## src/rtl/calc_sequencer.sv

```systemverilog
// calc_sequencer: decimal operand entry, operation latching and an internal
// ALU (single-cycle add/sub, iterative shift-add multiply, iterative
// restoring divide) feeding the display path.
module calc_sequencer #(
  parameter int unsigned WIDTH = 32
) (
  input  logic             clock,
  input  logic             reset,
  input  logic             press,
  input  logic [3:0]       button,
  output logic [WIDTH-1:0] display_value,
  output logic [2:0]       state_code,
  output logic [1:0]       op_code,
  output logic             busy,
  output logic             error
);

  localparam int unsigned CW = $clog2(WIDTH + 1);

  typedef enum logic [2:0] {
    ST_IDLE   = 3'd0,
    ST_OPF    = 3'd1,
    ST_OPR    = 3'd2,
    ST_OPS    = 3'd3,
    ST_EXEC   = 3'd4,
    ST_RESULT = 3'd5,
    ST_ERROR  = 3'd6
  } state_t;

  typedef enum logic [1:0] {
    OP_ADD = 2'd0,
    OP_SUB = 2'd1,
    OP_MUL = 2'd2,
    OP_DIV = 2'd3
  } op_t;

  state_t             state, state_next;
  logic [WIDTH-1:0]   f_reg, s_reg, result;
  op_t                op, next_op;
  logic               chain;
  logic [CW-1:0]      counter;

  // Iterative ALU working registers
  logic [2*WIDTH-1:0] prod, mcand;
  logic [WIDTH-1:0]   mplier, rem, quo;

  // Key decode
  logic       key_digit, key_op, key_eq, key_clr;
  logic [3:0] op_off;
  op_t        key_opcode;

  // ALU combinational results
  logic [WIDTH:0]     sum_ext, rem_sh, rem_diff;
  logic               rem_ge;
  logic               alu_done, alu_err;
  logic [WIDTH-1:0]   alu_val;
  logic [WIDTH-1:0]   exec_a;

  // X*10+d, dropping the digit when the result would not fit in WIDTH bits
  function automatic logic [WIDTH-1:0] append_digit(input logic [WIDTH-1:0] x,
                                                    input logic [3:0] d);
    logic [WIDTH+3:0] t;
    t = ({4'b0000, x} << 3) + ({4'b0000, x} << 1) + {{WIDTH{1'b0}}, d};
    append_digit = (t[WIDTH+3:WIDTH] != 4'd0) ? x : t[WIDTH-1:0];
  endfunction

  // Classify the incoming key pulse
  always_comb begin
    key_digit  = press && (button <= 4'd9);
    key_op     = press && (button >= 4'hA) && (button <= 4'hD);
    key_eq     = press && (button == 4'hE);
    key_clr    = press && (button == 4'hF);
    op_off     = button - 4'd10;
    key_opcode = op_t'(op_off[1:0]);
  end

  // ALU completion, error detection and result selection for the current op
  always_comb begin
    sum_ext  = {1'b0, f_reg} + {1'b0, s_reg};
    rem_sh   = {rem, quo[WIDTH-1]};
    rem_diff = rem_sh - {1'b0, s_reg};
    rem_ge   = (rem_sh >= {1'b0, s_reg});
    alu_done = 1'b0;
    alu_err  = 1'b0;
    alu_val  = '0;
    case (op)
      OP_ADD: begin
        alu_done = 1'b1;
        alu_err  = sum_ext[WIDTH];
        alu_val  = sum_ext[WIDTH-1:0];
      end
      OP_SUB: begin
        alu_done = 1'b1;
        alu_err  = (f_reg < s_reg);
        alu_val  = f_reg - s_reg;
      end
      OP_MUL: begin
        alu_done = (counter == CW'(WIDTH));
        alu_err  = |prod[2*WIDTH-1:WIDTH];
        alu_val  = prod[WIDTH-1:0];
      end
      default: begin
        if (s_reg == '0) begin
          alu_done = 1'b1;
          alu_err  = 1'b1;
        end else begin
          alu_done = (counter == CW'(WIDTH));
        end
        alu_val = quo;
      end
    endcase
    // A repeat from RESULT executes on the previous result as first operand
    exec_a = (state == ST_RESULT) ? result : f_reg;
  end

  // State register
  always_ff @(posedge clock or negedge reset) begin
    if (!reset) state <= ST_IDLE;
    else        state <= state_next;
  end

  // Next-state logic; clear overrides every state including EXEC
  always_comb begin
    state_next = state;
    case (state)
      ST_IDLE:   if (key_digit) state_next = ST_OPF;
      ST_OPF:    if (key_op) state_next = ST_OPR;
      ST_OPR:    if (key_digit) state_next = ST_OPS;
      ST_OPS:    if (key_eq || key_op) state_next = ST_EXEC;
      ST_EXEC: begin
        if (alu_done) begin
          if (alu_err)    state_next = ST_ERROR;
          else if (chain) state_next = ST_OPR;
          else            state_next = ST_RESULT;
        end
      end
      ST_RESULT: begin
        if (key_eq)         state_next = ST_EXEC;
        else if (key_op)    state_next = ST_OPR;
        else if (key_digit) state_next = ST_OPF;
      end
      default:   state_next = state;
    endcase
    if (key_clr) state_next = ST_IDLE;
  end

  // Operand, op and ALU iteration registers
  always_ff @(posedge clock or negedge reset) begin
    if (!reset) begin
      f_reg   <= '0;
      s_reg   <= '0;
      result  <= '0;
      op      <= OP_ADD;
      next_op <= OP_ADD;
      chain   <= 1'b0;
      counter <= '0;
      prod    <= '0;
      mcand   <= '0;
      mplier  <= '0;
      rem     <= '0;
      quo     <= '0;
    end else if (key_clr) begin
      f_reg   <= '0;
      s_reg   <= '0;
      result  <= '0;
      op      <= OP_ADD;
      next_op <= OP_ADD;
      chain   <= 1'b0;
      counter <= '0;
      prod    <= '0;
      mcand   <= '0;
      mplier  <= '0;
      rem     <= '0;
      quo     <= '0;
    end else begin
      case (state)
        ST_IDLE: if (key_digit) f_reg <= append_digit('0, button);
        ST_OPF: begin
          if (key_digit)   f_reg <= append_digit(f_reg, button);
          else if (key_op) op <= key_opcode;
        end
        ST_OPR: begin
          if (key_op)         op <= key_opcode;
          else if (key_digit) s_reg <= append_digit('0, button);
        end
        ST_OPS: begin
          if (key_digit) s_reg <= append_digit(s_reg, button);
          else if (key_eq) chain <= 1'b0;
          else if (key_op) begin
            chain   <= 1'b1;
            next_op <= key_opcode;
          end
        end
        ST_EXEC: begin
          if (alu_done) begin
            counter <= '0;
            if (alu_err) begin
              result <= '0;
            end else begin
              result <= alu_val;
              if (chain) begin
                f_reg <= alu_val;
                op    <= next_op;
                s_reg <= '0;
              end
            end
          end else begin
            counter <= counter + CW'(1);
            if (op == OP_MUL) begin
              if (mplier[0]) prod <= prod + mcand;
              mcand  <= mcand << 1;
              mplier <= mplier >> 1;
            end else begin
              quo <= {quo[WIDTH-2:0], rem_ge};
              rem <= rem_ge ? rem_diff[WIDTH-1:0] : rem_sh[WIDTH-1:0];
            end
          end
        end
        ST_RESULT: begin
          if (key_eq) begin
            f_reg <= result;
            chain <= 1'b0;
          end else if (key_op) begin
            f_reg <= result;
            op    <= key_opcode;
          end else if (key_digit) begin
            f_reg <= append_digit('0, button);
          end
        end
        default: ;
      endcase
      // Seed the iterative ALU on every entry into EXEC
      if (state != ST_EXEC && state_next == ST_EXEC) begin
        counter <= '0;
        prod    <= '0;
        mcand   <= {{WIDTH{1'b0}}, exec_a};
        mplier  <= s_reg;
        rem     <= '0;
        quo     <= exec_a;
      end
    end
  end

  // Display and status outputs
  always_comb begin
    display_value = '0;
    case (state)
      ST_OPF, ST_OPR:  display_value = f_reg;
      ST_OPS, ST_EXEC: display_value = s_reg;
      ST_RESULT:       display_value = result;
      default:         display_value = '0;
    endcase
    state_code = state;
    op_code    = op;
    busy       = (state == ST_EXEC);
    error      = (state == ST_ERROR);
  end

endmodule

```

## config.mk

```make
export PLATFORM = sky130hd
export DESIGN_NAME = calc_sequencer
export DESIGN_NICKNAME = d
export VERILOG_FILES = /design/src/rtl/calc_sequencer.sv
export SDC_FILE = /design/constraint.sdc
export NUM_CORES = 1
export LEC_CHECK = 0
export ABC_CLOCK_PERIOD_IN_PS = 5900
export BUFFER_PORTS_ARGS = -buffer_cell sky130_fd_sc_hd__buf_2
export CAP_MARGIN = 15
export CORE_MARGIN = 5
export CORE_UTILIZATION = 50
export CTS_CLUSTER_SIZE = 30
export DETAILED_ROUTE_END_ITERATION = 8
export GPL_ROUTABILITY_DRIVEN = 0
export GPL_TIMING_DRIVEN = 1
export PLACE_DENSITY = 0.64
export SLEW_MARGIN = 20
export SYNTH_ARGS = -nofsm -noshare
export SYNTH_HDL_FRONTEND = slang
export SYNTH_SLANG_ARGS = --single-unit
```

## constraint.sdc

```tcl
create_clock -name clock -period 5.9 [get_ports clock]
set_clock_uncertainty 0.05 [all_clocks]
set_input_delay 0.59 -clock clock [delete_from_list [all_inputs] [get_ports clock]]
set_output_delay 0.59 -clock clock [all_outputs]
set_load 0.01 [all_outputs]
```

# Yosys cells after proc, flatten, opt, wreduce, memory -nomap -nowiden
# Cells that the tools add are included.
[op_classes]
mux = 91
magnitude_cmp = 5
n_eq_ne = 31
reduce_logical = 36
add_sub_neg = 10
[ops]
columns = ["operator", "n"]
rows = [
  ["32-bit two-way mux", 38],
  ["64-bit two-way mux", 11],
  ["32-bit case mux with 3 select lines", 3],
  ["32-bit case mux with 4 select lines", 1],
  ["35-bit by 33-bit adder with 36-bit output", 2],
  ["36-bit by 4-bit adder with 36-bit output", 2],
  ["64-bit adder", 1],
  ["32-bit subtractor", 2],
  ["3-bit != test (second input constant)", 12],
  ["32-bit by 32-bit adder with 33-bit output", 1],
  ["33-bit by 32-bit >= comparator with 1-bit output", 1],
  ["32-bit zero test", 1],
  ["32-bit less-than comparator", 1],
  ["32-bit OR reduction", 1],
  ["3-bit two-way mux", 10],
  ["2-bit two-way mux", 12],
  ["6-bit two-way mux", 4],
  ["3-bit case mux with 6 select lines", 1],
  ["3-bit equality test (second input constant)", 4],
  ["4-bit AND reduction", 3],
  ["6-bit AND reduction", 2],
  ["3-bit nonzero test", 4],
  ["4-bit nonzero test", 3],
  ["5-bit nonzero test", 2],
  ["other kinds (27)", 51],
]
[word_totals]
elab_cells = 186
reg_bits = 334
inputBits = 7
output_inout_bits = 39

# Longest topological paths before layout
# Gate-level depths: netlist (run 1).
[logic_depth]
word_depth = 11
depth_mapped = 18
mapped_depth_nobuf = 16

# Worst setup path before layout (run 1)
# No wires, ideal clock.
[synth_path]
kind = "input -> register"
start = "in button[3]"
end = "reg s_reg[10]"
setup_slack_ns = 1.575
setup_time_ns = 0.121
cell_stages = 17
arrival_ns = 4.154
required_time_ns = 5.729
n_path_buf = 2
cell_sequence = "fa_1 > inv_1 > fa_1 > nand2b_1 > a21oi_1 > a211oi_2 > o31a_4 > o31a_2 > a311oi_4 > o21ai_2 > nor3b_2 > nor3_1 > o2111a_2 > and3_1 > buf_4 > buf_6 > a22o_1"
[synth_via]
elab_chain_len = 5
elab_cells_between_ends = 23
classes_between = "1 x add/sub; 3 x order compare; 8 x eq/ne; 4 x mux; 7 x reduce/logical"
[synth_lines]
columns = ["item", "line_no", "source"]
rows = [
  ["start, declared", "10", "input logic [3:0] button,"],
  ["36-bit by 4-bit adder with 36-bit output or 4-bit >= comparator (tied branches)", "63, 70", ""],
  ["32-bit two-way mux or 1-bit logical AND (tied branches)", "64, 70", ""],
  ["32-bit two-way mux or 1-bit logical AND (tied branches)", "187, 70", ""],
  ["32-bit case mux with 3 select lines or 3-bit != test (tied branches)", "n/a", ""],
  ["32-bit two-way mux or 8-bit AND reduction (tied branches)", "n/a", ""],
  ["end signal, assigned", "184", "else if (key_digit) s_reg <= append_digit('0, button);"],
  ["end signal, assigned", "187", "if (key_digit) s_reg <= append_digit(s_reg, button);"],
  ["end, declared", "38", "logic [WIDTH-1:0] f_reg, s_reg, result;"],
]
# Several ways; a longest one is shown, not always the timed one. The select of a mux whose other input is x is not followed.
# A chain may end at the register's enable or synchronous reset.

# Final worst setup path (run 1)
[layout_path]
start = "reg s_reg[13]"
end = "reg s_reg[27]"
[layout_via]
elab_chain_len = 6
elab_cells_between_ends = 18
classes_between = "3 x add/sub; 1 x order compare; 3 x eq/ne; 8 x mux; 3 x reduce/logical"
[layout_lines]
columns = ["item", "line_no", "source"]
rows = [
  ["35-bit by 33-bit adder with 36-bit output", "63", "t = ({4'b0000, x} << 3) + ({4'b0000, x} << 1) + {{WIDTH{1'b0}}, d};"],
  ["36-bit by 4-bit adder with 36-bit output", "63", ""],
  ["32-bit two-way mux", "64", "append_digit = (t[WIDTH+3:WIDTH] != 4'd0) ? x : t[WIDTH-1:0];"],
  ["32-bit two-way mux", "187", ""],
  ["32-bit case mux with 3 select lines", "176", "case (state)"],
  ["32-bit two-way mux", "162", "end else if (key_clr) begin"],
]
# Several ways; a longest one is shown, not always the timed one. The select of a mux whose other input is x is not followed.

==> results of run 1 <==
==> worst register-to-register path, cell delays in order (launching register included) <==
cell	delay, ps
sky130_fd_sc_hd__dfrtp_1	700
sky130_fd_sc_hd__inv_1	160
sky130_fd_sc_hd__ha_1	480
sky130_fd_sc_hd__inv_1	200
sky130_fd_sc_hd__nor4_1	350
sky130_fd_sc_hd__nand4_1	210
sky130_fd_sc_hd__a31o_1	280
sky130_fd_sc_hd__a21o_1	240
sky130_fd_sc_hd__o31ai_1	290
sky130_fd_sc_hd__a21oi_1	170
sky130_fd_sc_hd__or2_1	390
sky130_fd_sc_hd__o21ai_1	300
sky130_fd_sc_hd__o2111a_2	300
sky130_fd_sc_hd__and3_1	870
sky130_fd_sc_hd__a32o_1	310
==> how the worst max path moves through the flow <==
stage,startpoint,slack [ps],to,cells past startpoint
3_3_place_gp,button[3],850,s_reg[27],16
5_1_grt,s_reg[13],340,s_reg[27],14
2_1_floorplan,button[3],1570,s_reg[10],17
3_5_place_dp,s_reg[13],800,s_reg[4],14
6_report,s_reg[13],560,s_reg[27],14
4_1_cts,s_reg[13],720,s_reg[27],14
==> power by group <==
part	internal (mW)	switching, mW	total, mW
Combinational	4.94	7.71	12.7
Sequential	3.06	1.14	4.21
Clock	1.80	1.13	2.93
==> stage by stage <==
step	cells	area, sq um	setup WS [ps]
floorplan	3869	31000	1570
global placement	4567	32000	853
detailed placement	4567	32000	797
CTS	4648	33600	716
global route	4648	33600	336
finish	4648	33600	564
==> cells in the mapped netlist, types with 13 or more instances <==
library cell	n
sky130_fd_sc_hd__clkbuf_1	182
sky130_fd_sc_hd__o21a_1	53
sky130_fd_sc_hd__xor2_1	45
sky130_fd_sc_hd__and2_1	13
sky130_fd_sc_hd__a21boi_0	70
sky130_fd_sc_hd__nand2b_1	36
sky130_fd_sc_hd__buf_2	27
sky130_fd_sc_hd__a21oi_1	406
sky130_fd_sc_hd__a31oi_1	70
sky130_fd_sc_hd__a21o_1	103
sky130_fd_sc_hd__a22o_1	67
sky130_fd_sc_hd__nor4_1	22
sky130_fd_sc_hd__nand3b_1	36
sky130_fd_sc_hd__a211oi_1	39
sky130_fd_sc_hd__xnor2_1	109
sky130_fd_sc_hd__and3_1	41
sky130_fd_sc_hd__nand2_1	565
sky130_fd_sc_hd__o221ai_1	42
sky130_fd_sc_hd__nor2b_1	35
sky130_fd_sc_hd__mux2i_1	136
sky130_fd_sc_hd__buf_1	29
sky130_fd_sc_hd__or3_1	25
sky130_fd_sc_hd__inv_1	104
sky130_fd_sc_hd__nand3_1	110
sky130_fd_sc_hd__o21bai_1	38
sky130_fd_sc_hd__nand4_1	37
sky130_fd_sc_hd__o211ai_1	32
sky130_fd_sc_hd__o21ai_0	239
sky130_fd_sc_hd__nor2_1	202
sky130_fd_sc_hd__dfrtp_1	334
sky130_fd_sc_hd__ha_1	287
sky130_fd_sc_hd__o31ai_1	21
sky130_fd_sc_hd__nor3_1	53
==> final cells by class <==
cell class	instances	area share (%)
multi-input combinational	3177	63.6
timing repair buffer	113	2.45
clock buffer	62	3.78
sequential	334	24.9
clock inverter	18	0.869
tap	837	3.12
inverter	107	1.20
==> kinds of logic after synthesis <==
| family | count (synthesis) |
|---|---|
| multiplexers | 149 |
| AND/OR/NAND/NOR | 1229 |
| XOR/XNOR | 154 |
| buffers and inverters | 358 |
| AO/OA/AOI/OAI | 1350 |
| flip-flops | 334 |
| adder cells (fa/ha/maj) | 295 |
==> routing by layer <==
metal  up-vias  part of all wire, %  track usage [%]
li1      14000                    -                -
met1     14200                   43             41.8
met2      1359                   44             46.2
met3       268                  8.1             5.12
met4         6                  5.0             12.9
met5         -                0.035                0
==> flow_metrics.tcl, run 1 <==
set metrics [dict create \
    die_w_um 259 \
    synth_enable_flop_cells 0 \
    synthMuxAreaShare_pct 4.90 \
    finalPower_mw 19.8 \
    largest_registers_ranked_by_flip_flop_count "mcand: 64 flops, prod: 64 flops" \
    wl_per_cell_um 22.6 \
    final.fill_count 5826 \
    average_footprint_of_a_synthesized_cell_sq_um 8.02 \
    slew_headroom_pct 29.1 \
    vias_after_detailed_routing 29900 \
    postSynthCellCount 3869 \
    post-cts-setup-buffer-count 0 \
    num_antenna_cells 0 \
    number_of_global_route_vias_before_repair 27400 \
    cts_root_buffer "sky130_fd_sc_hd__clkbuf_16" \
    timing.final.max_slew_violations 0 \
    synth_simple_gate_area_share_pct 18.5 \
    critical_path.max_fanout 27 \
    ir_drop_mv 0.318 \
    grt_setup_unrepaired "false" \
    htree_levels 2 \
    mostFrequentLayoutCells "sky130_fd_sc_hd__nand2_1 (562), sky130_fd_sc_hd__a21oi_1 (405), sky130_fd_sc_hd__dfrtp_1 (329)" \
    timing.reg2reg.worst_path_depth 14 \
    critical_path.reg2reg.endpoint "s_reg[27]" \
    critPathLaunchType "register" \
    synth_cell_type_count 111 \
    clkTransAtPathRegs_ps 60 \
    global_route.usage.total_pct 30.0 \
    layout-area-overhead-vs-synth_pct 8.15 \
    yosys_warnings 0 \
    crit_path_max_incr_delay_ps 870 \
    syn-num-nets 4171 \
    syn_area_sq_um 31000 \
    port_buffers 45 \
    cts_repair_resize_count 0 \
    io-pin-count 46 \
    hold_path.startpoint "button[1]" \
    critical_path_required_ps 6360 \
    timing.final.setup_violations 0 \
    critPathMostFrequentCell "sky130_fd_sc_hd__inv_1" \
    avgViaCountPerCell 6.43 \
    hold_path_depth 2 \
    multi_input_combinational_cell_area_sq_um 21400 \
    core.rowCount 91 \
    cts_tree "yes" \
    global_route_wire_length_before_repair_um 161000 \
    worst_flop_to_flop_path_startpoint "s_reg[13]" \
    ff_latch_area_sq_um 8370 \
    timing.final.crit_share_pct 90.4 \
    fin_util_pct 54.5 \
    synth_top_cell_area_share_pct 26.9 \
    core-area_sq_um 61600 \
    fp.dieH_um 259 \
    leftover_overflow_at_the_end_of_global_routing 0 \
    postSynth.asyncResetShare_pct 100 \
    synth.ff_latch_count 334 \
    antenna_violating_nets_post_route 0 \
    worst-setup-path-type "reg2reg" \
    ctsLongestPathBuffers 3 \
    family_with_the_most_delay_on_the_worst_path "compound AO/OA/AOI/OAI gates" \
    power_per_cell_area_nw_per_um2 590 \
    cts_stage_hold_buffer_count 1 \
    crit_path_time_final_ps 5340 \
    timing.hold.worst_endpoint "next_op[1]" \
    1st_pass_router_iterations 6 \
    insertion_delay_ps 610 \
    setup_tns_ps 0 \
    critical_path_data_arrival_time_ps 5800 \
    peak_freq_ghz 0.187 \
    num-nets-final 4078 \
    synth_top_cells_by_area "sky130_fd_sc_hd__dfrtp_1 (27%), sky130_fd_sc_hd__ha_1 (12%), sky130_fd_sc_hd__nand2_1 (6.8%)" \
    grt_antenna_before_repair 4 \
    totalWireLength_um 105000 \
    synth-adder-area-share_pct 12.1 \
    hold_path_class "in2reg" \
    critical_path.slowest_cell "sky130_fd_sc_hd__and3_1" \
    initial_utilization_pct 50.4 \
    worst_hold_slack_ps 355 \
    end_kind "register" \
    synth-compound-area-share_pct 28.6 \
    reg2reg_slack_ps 560 \
    synth-main-ff-cell "sky130_fd_sc_hd__dfrtp_1" \
    dominant_cell_type_by_area_after_synthesis "sky130_fd_sc_hd__dfrtp_1" \
    route.detailed.drc 0 \
    cp_cell_sequence "inv_1 -> ha_1 -> inv_1 -> nor4_1 -> nand4_1 -> a31o_1 -> a21o_1 -> o31ai_1 -> a21oi_1 -> or2_1 -> o21ai_1 -> o2111a_2 -> and3_1 -> a32o_1" \
    cp_num_buf_inv 2 \
    mostFrequentLayoutCell "sky130_fd_sc_hd__nand2_1" \
    outcome "completed" \
    synth_top_family_by_area "compound AO/OA/AOI/OAI gates" \
    grt_max_degree 131 \
    detail_route.iter0.violations 3111 \
    clock_sink_count 334 \
    post_synthesis_xor_xnor_area_fraction_pct 4.35 \
    layout-drive-gt1-share_pct 7.40 \
    worst_slew_pin_slew_ps 1060 \
    dpl.hpwl_um 76000 \
    power.static_leakage_nw 15.6 \
    die_area_sq_um 67100 \
    cts_bufs_inserted 43 \
    timing.final.hold_violations 0 \
    portion_of_the_post_synthesis_area_used_by_sequential_elements_pct 26.9 \
    max_cap_viol_count 0 \
]
(Power assumes the default switching activity.)
==> run 2, diff against run 1 <==
ABC_CLOCK_PERIOD_IN_PS = 4800   (was 5900)
PLACE_DENSITY = 0.66   (was 0.64)
clock period = 4.8 ns   (was 5.9 ns; I/O delays follow)
==> run 2 against run 1 <==
  * Sequential cell count stayed put
  * Critical path depth is 3 higher
  * Utilization rose by 0.82 points
  * Cell area rose by 1.5%
  * Sequential share of layout area down 0.37 points
  * First-iteration DRC count down 1.6%
  * Fmax up 14%
  * Critical path type unchanged
  * Largest cell class unchanged
  * Largest power group unchanged
==> flow_metrics.tcl, run 2 (same netlist as run 1, synthesis figures left out) <==
set metrics [dict create \
    worst_slew_pin_slew_ps 1110 \
    initial_utilization_pct 50.4 \
    worst_slack_ps 118 \
    mostFrequentLayoutCells "sky130_fd_sc_hd__nand2_1 (562), sky130_fd_sc_hd__a21oi_1 (405), sky130_fd_sc_hd__dfrtp_1 (329)" \
    layoutNonFillerInstCount 4714 \
    fp.dieH_um 259 \
    timing.final.max_slew_violations 0 \
    ir_drop_mv 0.407 \
    layout-area-overhead-vs-synth_pct 9.78 \
    htree_levels 2 \
    grt_setup_unrepaired "false" \
    core.rowCount 91 \
    totalWireLength_um 105000 \
    layout-drive-gt1-share_pct 9.05 \
    io-pin-count 46 \
    cts_tree "yes" \
    design_area_sq_um 34100 \
    placement.cell_area_sq_um 32500 \
    power.static_leakage_nw 16.0 \
    global_route_wire_length_before_repair_um 163000 \
    cts_root_buffer "sky130_fd_sc_hd__clkbuf_16" \
    port_buffers 45 \
    dpl.hpwl_um 77600 \
    avgViaCountPerCell 6.35 \
    timing.final.hold_violations 0 \
    detail_route.iter0.violations 3061 \
    clock_sink_count 334 \
    core-area_sq_um 61600 \
    number_of_placed_instances_with_taps_included 4636 \
    vias_after_detailed_routing 30000 \
    cts_bufs_inserted 42 \
    cp_cell_sequence "inv_1 -> ha_1 -> inv_1 -> fa_1 -> a211oi_1 -> o21ai_1 -> nand4_1 -> a31o_1 -> a21o_1 -> o31ai_1 -> a21oi_1 -> or2_1 -> o21ai_1 -> o2111a_2 -> and3_1 -> buf_12 -> a32o_1" \
    leftover_overflow_at_the_end_of_global_routing 0 \
    insertion_delay_ps 610 \
    post-cts-setup-buffer-count 0 \
    global_route.usage.total_pct 30.2 \
    largest_registers_ranked_by_flip_flop_count "mcand: 64 flops, prod: 64 flops" \
    end_kind "register" \
    grt_antenna_before_repair 3 \
    wl_per_cell_um 22.3 \
    critical_path_required_ps 5210 \
    grt_most_used_layer "met2" \
    num-nets-final 4146 \
    critical_path.slowest_cell "sky130_fd_sc_hd__a21oi_1" \
    die_w_um 259 \
    worst-setup-path-type "reg2reg" \
    timing.final.setup_violations 0 \
    final.fill_count 5814 \
    num_antenna_cells 0 \
    groute.layer.met2.usage_pct 45.4 \
    reg2reg_slack_ps 120 \
    die_area_sq_um 67100 \
    max_cap_viol_count 0 \
    critical_path.max_fanout 27 \
    route.detailed.drc 0 \
    global_route.usage.met1_pct 42.4 \
    outcome "completed" \
    critical_path_data_arrival_time_ps 5090 \
    antenna_violating_nets_post_route 0 \
    power_per_cell_area_nw_per_um2 719 \
    ctsLongestPathBuffers 3 \
    clkTransAtPathRegs_ps 60 \
    setup_tns_ps 0 \
    1st_pass_router_iterations 6 \
    finalPower_mw 24.5 \
    crit_path_max_incr_delay_ps 490 \
    critPathLaunchType "register" \
    number_of_global_route_vias_before_repair 27800 \
    cts_repair_resize_count 0 \
    placement.setup.worst_slack_ps 174 \
    worst_hold_slack_ps 311 \
    crit_path_time_final_ps 4680 \
    peak_freq_ghz 0.214 \
    use_met3_pct 5.02 \
    hold_path_class "in2reg" \
    mostFrequentLayoutCell "sky130_fd_sc_hd__nand2_1" \
    slew_headroom_pct 25.5 \
    fin_util_pct 55.3 \
    grt_max_degree 125 \
    timing.final.crit_share_pct 97.5 \
]
[run 2: changes by cell type in the layout (fill, tap and decap cells not counted), sizes merged]
cell / before / now
buf: 112 / 181
clkinv: 7 / 11
clkinvlp: 3 / 1
clkbuf: 62 / 57
bufinv: 7 / 6
inv: 108 / 109
[run 2: final timing paths]
kind,from,end,cells past startpoint
max,f_reg[0],s_reg[27],17
min,press,next_op[1],3
max reg2reg,f_reg[0],s_reg[27],17
min reg2reg,next_op[1],next_op[1],2
max in group asynchronous,reset,op_code[0],3
min in group asynchronous,reset,prod[28],2
[run 2: worst max-delay path: cells and delay by family, from the launching register on]
family | cells | cell delay [ps]
compound gates | 9 | 2240
buf+inv | 3 | 350
fa+ha+maj | 2 | 590
flops | 1 | 480
simple gates | 3 | 790
[run 2: repair_timing]
item                                   in CTS  in global routing
setup endpoints to repair                   0                  0
hold buffers                                1                  0
endpoints found under the hold margin      88                  0
[run 2: power breakdown]
| part | leakage [nW] | internal [mW] | switching [mW] | total (mW) |
|---|---|---|---|---|
| combinational | 10.9 | 6.28 | 9.62 | 15.9 |
| clock | 0.753 | 2.12 | 1.40 | 3.52 |
| sequential | 4.34 | 3.77 | 1.32 | 5.09 |
[run 2: cell type report]
class	count	area, sq um	area share, %
sequential	334	8370	24.6
timing repair buffer	182	1370	4.01
inverter	107	402	1.18
clock buffer	57	1220	3.57
multi-input combinational	3177	21400	62.7
clock inverter	20	302	0.885
tap	837	1050	3.07
[run 2: routing by layer]
metal	wire length, um	vias up
met5	11	-
met4	6120	2
met3	9010	300
met2	44700	1326
met1	45300	14200
li1	-	14200
